### src/rtl/top.sv
`default_nettype none
// ============================================================================
// Module      : top
// Description : Sum-of-squares engine. One start token on arg0 launches a
//               loop computing sum(i*i) for i = 0 .. LOOP_COUNT-1 (mod 2^32).
//               The result leaves on out0 and a completion token leaves on
//               outCtrl; both use valid/ready and handshake independently.
//
//               Ports:
//                 clock          - single clock, rising-edge active
//                 reset          - asynchronous, active-high reset
//                 arg0_valid     - start token offered (no payload)
//                 arg0_ready     - start token can be accepted (IDLE only)
//                 out0_valid     - result token valid
//                 out0_ready     - consumer accepts result
//                 out0_data[31:0]- result value (holds accumulator always)
//                 outCtrl_valid  - completion token valid
//                 outCtrl_ready  - consumer accepts completion token
//
//               Build option:
//                 TOP_CTRL_SYNC_EN - when defined, outCtrl_valid is raised
//                 only in the cycle after the out0 transfer, so the result
//                 always leaves before the completion token.
//
// Revision    : 1.0 - initial release
// ============================================================================
module top #(
    parameter int unsigned LOOP_COUNT = 10
) (
    input  logic        clock,
    input  logic        reset,
    input  logic        arg0_valid,
    output logic        arg0_ready,
    output logic        out0_valid,
    input  logic        out0_ready,
    output logic [31:0] out0_data,
    output logic        outCtrl_valid,
    input  logic        outCtrl_ready
);

    localparam logic [1:0] c_IDLE = 2'd0;
    localparam logic [1:0] c_RUN  = 2'd1;
    localparam logic [1:0] c_DONE = 2'd2;

    // Index of the final iteration; wraps for a zero-length loop, but RUN is
    // never entered in that case.
    localparam logic [31:0] c_LAST_IDX  = 32'(LOOP_COUNT) - 32'd1;
    localparam bit          c_ZERO_LOOP = (LOOP_COUNT == 0);

`ifdef TOP_CTRL_SYNC_EN
    localparam bit c_CTRL_SYNC = 1'b1;
`else
    localparam bit c_CTRL_SYNC = 1'b0;
`endif

    logic [1:0]  r_state;
    logic [31:0] r_i;
    logic [31:0] r_acc;
    logic        r_out0_valid;
    logic        r_ctrl_valid;

    logic [31:0] w_sq;
    logic        w_out0_fire;
    logic        w_ctrl_fire;
    logic        w_done_exit;

    // Ready is gated by reset so it reads 0 during reset yet is already 1 in
    // the first cycle after release, letting a held token in at that edge.
    assign arg0_ready    = (r_state == c_IDLE) && !reset;
    assign out0_valid    = r_out0_valid;
    assign outCtrl_valid = r_ctrl_valid;
    assign out0_data     = r_acc;

    assign w_sq        = r_i * r_i;
    assign w_out0_fire = r_out0_valid && out0_ready;
    assign w_ctrl_fire = r_ctrl_valid && outCtrl_ready;

    // In ordered mode the completion token is always last, so its transfer
    // alone ends DONE. Otherwise each side is finished once its valid is low
    // or it is transferring in this cycle.
    assign w_done_exit = c_CTRL_SYNC ? w_ctrl_fire
                                     : ((!r_out0_valid || out0_ready) &&
                                        (!r_ctrl_valid || outCtrl_ready));

    always_ff @(posedge clock or posedge reset) begin
        if (reset) begin
            r_state      <= c_IDLE;
            r_i          <= 32'd0;
            r_acc        <= 32'd0;
            r_out0_valid <= 1'b0;
            r_ctrl_valid <= 1'b0;
        end else begin
            case (r_state)
                c_IDLE: begin
                    if (arg0_valid) begin
                        r_i   <= 32'd0;
                        r_acc <= 32'd0;
                        if (c_ZERO_LOOP) begin
                            r_state      <= c_DONE;
                            r_out0_valid <= 1'b1;
                            r_ctrl_valid <= !c_CTRL_SYNC;
                        end else begin
                            r_state <= c_RUN;
                        end
                    end
                end

                c_RUN: begin
                    r_acc <= r_acc + w_sq;
                    r_i   <= r_i + 32'd1;
                    if (r_i == c_LAST_IDX) begin
                        r_state      <= c_DONE;
                        r_out0_valid <= 1'b1;
                        r_ctrl_valid <= !c_CTRL_SYNC;
                    end
                end

                c_DONE: begin
                    if (w_out0_fire) begin
                        r_out0_valid <= 1'b0;
                    end
                    // Ordered mode: completion token appears the cycle after
                    // the result has gone.
                    if (c_CTRL_SYNC && w_out0_fire) begin
                        r_ctrl_valid <= 1'b1;
                    end
                    if (w_ctrl_fire) begin
                        r_ctrl_valid <= 1'b0;
                    end
                    if (w_done_exit) begin
                        r_state <= c_IDLE;
                    end
                end

                default: begin
                    r_state      <= c_IDLE;
                    r_out0_valid <= 1'b0;
                    r_ctrl_valid <= 1'b0;
                end
            endcase
        end
    end

endmodule
`default_nettype wire

### config.mk
export PLATFORM = sky130hd
export DESIGN_NAME = top
export DESIGN_NICKNAME = d
export VERILOG_FILES = /design/src/rtl/top.sv
export SDC_FILE = /design/constraint.sdc
export NUM_CORES = 1
export LEC_CHECK = 0
export ABC_CLOCK_PERIOD_IN_PS = 7100
export CAP_MARGIN = 20
export CORE_MARGIN = 2
export CORE_UTILIZATION = 40
export CTS_CLUSTER_SIZE = 14
export DETAILED_ROUTE_END_ITERATION = 8
export SETUP_SLACK_MARGIN = 0.5
export SLEW_MARGIN = 15
export SYNTH_ARGS = -nofsm -noshare
export SYNTH_HDL_FRONTEND = slang
export SYNTH_SLANG_ARGS = --single-unit
### constraint.sdc
create_clock -name clock -period 7.1 [get_ports clock]
set_clock_uncertainty 0.15 [all_clocks]
set_input_delay 1.42 -clock clock [delete_from_list [all_inputs] [get_ports clock]]
set_output_delay 1.42 -clock clock [all_outputs]
set_load 0.05 [all_outputs]
==> summary.txt <==
Outcome
  • Outcome: finished clean

Synthesis
  • Multiplexer share of the synthesized area: 0.0103
  • Yosys cell types: 60
  • Post-synthesis cell count: 1868
  • Cell Area, Synth: 0.0174 mm²
  • Most used DFF post-synth: dfrtp_1
  • Fraction of registers with async set/reset: 1.00
  • Largest cells by area after synthesis: fa_1 (45%), inv_1 (12%), ha_1 (9.9%)
  • Post-Synth XOR/XNOR Area: 0.0276
  • Synth warn: 0
  • Post-synth top area cell: fa_1
  • Sequential-to-total area share from yosys stat: 0.0975
  • Simple-gate area share of the yosys netlist: 0.120
  • Post-Syn Nets: 2407
  • Post-Synth Adder-Cell Area: 0.553
  • Synthesized area per cell: 9.34 µm²
  • Synth Area in Compound Gates: 0.0557
  • Largest family of logic cells by synthesized area: adder cells
  • Top cell type's share of synthesized area: 0.454
  • Post-synth EDFFs: 0
  • Synth Register Bits: 68

Routing
  • Via count: 12700
  • Final antenna-violating net count: 0
  • First DRT Iteration DRCs: 613
  • Routed len/inst: 18.2 µm
  • Remaining DRCs: 0
  • Total Wirelength: 48100 µm
  • Via density: 4.82
  • First-pass iteration count of the detailed router: 5

Global route
  • Vias in the first global route: 14400
  • GRT Resource Usage Total: 0.228
  • Grt ovf: 0
  • First-pass GRT wire length: 77900 µm
  • Largest net degree at the start of global routing: 62
  • Initial antenna violation count: 0

Floorplan
  • Number of top-level pins: 40
  • Starting Density: 0.405
  • Std cell rows: 76
  • Overall die height: 213 µm
  • Die footprint: 0.0453 mm²
  • Core region area: 0.0431 mm²
  • Chip width: 213 µm

Critical path
  • Reg2reg path depth: 28
  • Arrival time worst endpoint: 7.10 ns
  • Critical path fanouts, max: 4
  • Cell mode on critical path: fa_1
  • Buffers and inverters on the worst path: 10
  • Critical path's largest stage delay: 0.53 ns
  • Startpoint type of the worst setup path: flop
  • CP top delay family: adder cells
  • Worst Path Required: 7.17 ns
  • Slowest cell on crit path: fa_1
  • WS Path Type: reg -> reg
  • Levels on crit path: 28
  • Critical path endpoint category: flop

Pwr
  • Switching Fraction: 0.523
  • P_sw: 2.49 mW
  • Peak supply drop: 0.408 mV
  • Power density cells: 229 mW/mm²
  • Clock Power Share: 0.106
  • Seq pwr share: 0.143
  • Combinational share of power: 0.751
  • Lkg Pwr: 11.0 nW
  • Internal power: 2.27 mW

STA
  • Aggregate negative setup slack: 0 ns
  • Post-route worst setup slack: 0.0710 ns
  • Rel. slew slack: 0.351
  • RSZ-0062 raised after global routing: true
  • Final setup fails: 0
  • Fmax: 0.142 GHz
  • Worst Tran Pin Value: 0.970 ns
  • Crit share post-route: 0.990
  • Pins Over Slew Limit: 0
  • Final min period: 7.03 ns
  • Final hold violation count: 0

Place
  • # port buffers: 39
  • Detail Placement HPWL: 40300 µm
  • Placed cell count: 2591
  • Worst slack, placed: -0.387 ns
  • Global placer's final weighted congestion: 0.890

Clocking
  • Root buffer cell: clkbuf_16
  • CTS clk-pin slew, worst paths: 0.07 ns
  • H-tree levels: 3
  • TritonCTS clock tree: built
  • Worst-case clock buffer depth: 2
  • Num CTS Buffers: 9
  • Clk_lat worst skew: 0.36 ns
  • Clock sink count: 68

Cells and area
  • Filler Cells Inserted: 4060
  • Fraction of layout cells with a size suffix above 1: 0.171
  • Commonest non-fill, non-tap cells in the layout: inv_1 (543), fa_1 (388), buf_4 (175)
  • Core Util, Final: 0.483
  • Fin cells: 2638
  • Commonest non-fill, non-tap cell in the layout: inv_1
  • Synth-to-Final Area Change: 19.3%
  • Area of the multi-input gates: 0.0139 mm²
  • Total Nets Final: 2587
  • Sequential cell area: 0.00172 mm²
  • Diodes inserted: 0

Worst hold path
  • Worst Hold Class: reg -> reg
  • Hold Path Depth: 1

Run
  • Max-cap violations: 0
## Yosys cell counts, types with 2 or more instances
| cell type | instances |
|---|---|
| o21ai_0 | 44 |
| o21a_1 | 9 |
| xnor2_1 | 33 |
| o31ai_1 | 9 |
| a21o_1 | 9 |
| dfrtp_1 | 68 |
| a32o_1 | 3 |
| xor2_1 | 22 |
| nor4_1 | 6 |
| nand3_1 | 42 |
| nor2_1 | 30 |
| a31o_2 | 2 |
| nand2_1 | 159 |
| nor4b_1 | 2 |
| a21boi_0 | 5 |
| nor3b_1 | 3 |
| a211o_1 | 2 |
| o22ai_1 | 5 |
| a2111oi_0 | 2 |
| and3_1 | 4 |
| inv_1 | 557 |
| a31oi_1 | 7 |
| nand2b_1 | 9 |
| and2_1 | 126 |
| a21oi_2 | 2 |
| ha_1 | 138 |
| or3_1 | 4 |
| nor3_1 | 7 |
| clkbuf_1 | 66 |
| nand4_1 | 11 |
| mux2i_1 | 18 |
| a21oi_1 | 26 |
| or2_2 | 4 |
| a211oi_1 | 2 |
| fa_1 | 396 |
| buf_2 | 2 |
| nor2b_1 | 5 |
| o211ai_1 | 7 |
## timing repair
| item | 4_1_cts | 5_1_grt |
|---|---|---|
| pin swaps | 55 | 27 |
| setup buffers | 27 | 4 |
| setup endpoints to repair | 15 | 18 |
| gates resized for setup | 107 | 39 |
| hold buffers | 0 | 0 |
## per-stage QoR
| stage | hold WS, ns | total power [mW] | area, µm² |
|---|---|---|---|
| 6_report | 0.345 | 4.76 | 20800 |
| 5_1_grt | 0.369 | 5.25 | 20800 |
| 4_1_cts | 0.351 | 4.75 | 20600 |
| 3_5_place_dp | 0.342 | 4.05 | 19800 |
| 3_3_place_gp | 0.321 | 3.97 | 19800 |
| 2_1_floorplan | 0.296 | 2.92 | 17700 |
## power by group through the flow
stage	logic, mW	clock network (mW)	registers (mW)
final	3.58	0.507	0.681
after global routing	4.02	0.529	0.702
after CTS	3.55	0.517	0.683
after detailed placement	3.36	0	0.687
after global placement	3.28	0	0.686
after floorplan	2.00	0	0.920
## routing by layer
metal	track usage	part of all wire	up-vias
met5	0	0	-
met4	0.0531	0.022	0
met3	0.0356	0.051	68
met2	0.389	0.49	283
met1	0.306	0.44	6521
li1	-	-	5848
## path summary, 6_finish.rpt
check | slack [ns] | to | startpoint
max reg2reg | 0.07 | out0_data[31]$_DFFE_PP0P_ | r_i[3]$_DFFE_PP0P_
max in group asynchronous | 4.48 | r_i[2]$_DFFE_PP0P_ | reset
min in group asynchronous | 1.17 | out0_data[4]$_DFFE_PP0P_ | reset
min reg2reg | 0.34 | r_i[31]$_DFFE_PP0P_ | r_i[31]$_DFFE_PP0P_
max | 0.07 | out0_data[31]$_DFFE_PP0P_ | r_i[3]$_DFFE_PP0P_
min | 0.34 | r_i[31]$_DFFE_PP0P_ | r_i[31]$_DFFE_PP0P_
## registers in the layout, indices dropped and copies added (netlist names)
signal         count
out0_data         32
out0_valid         1
outCtrl_valid      1
r_i               32
r_state            2
## area by class of cell
type,count,share of cell area
Tap cell,585,0.0352
Timing Repair Buffer,238,0.0986
Clock inverter,7,0.00397
Clock buffer,9,0.0108
Sequential cell,68,0.0825
Inverter,558,0.101
Multi-Input combinational cell,1173,0.668
## kinds of logic after synthesis
group           count (synthesis)
compound gates                149
xor+xnor                       55
fa+ha+maj                     534
buf+inv                       627
flops                          68
mux                            18
simple gates                  417
Note: power is estimated with default switching activity, not from simulation.
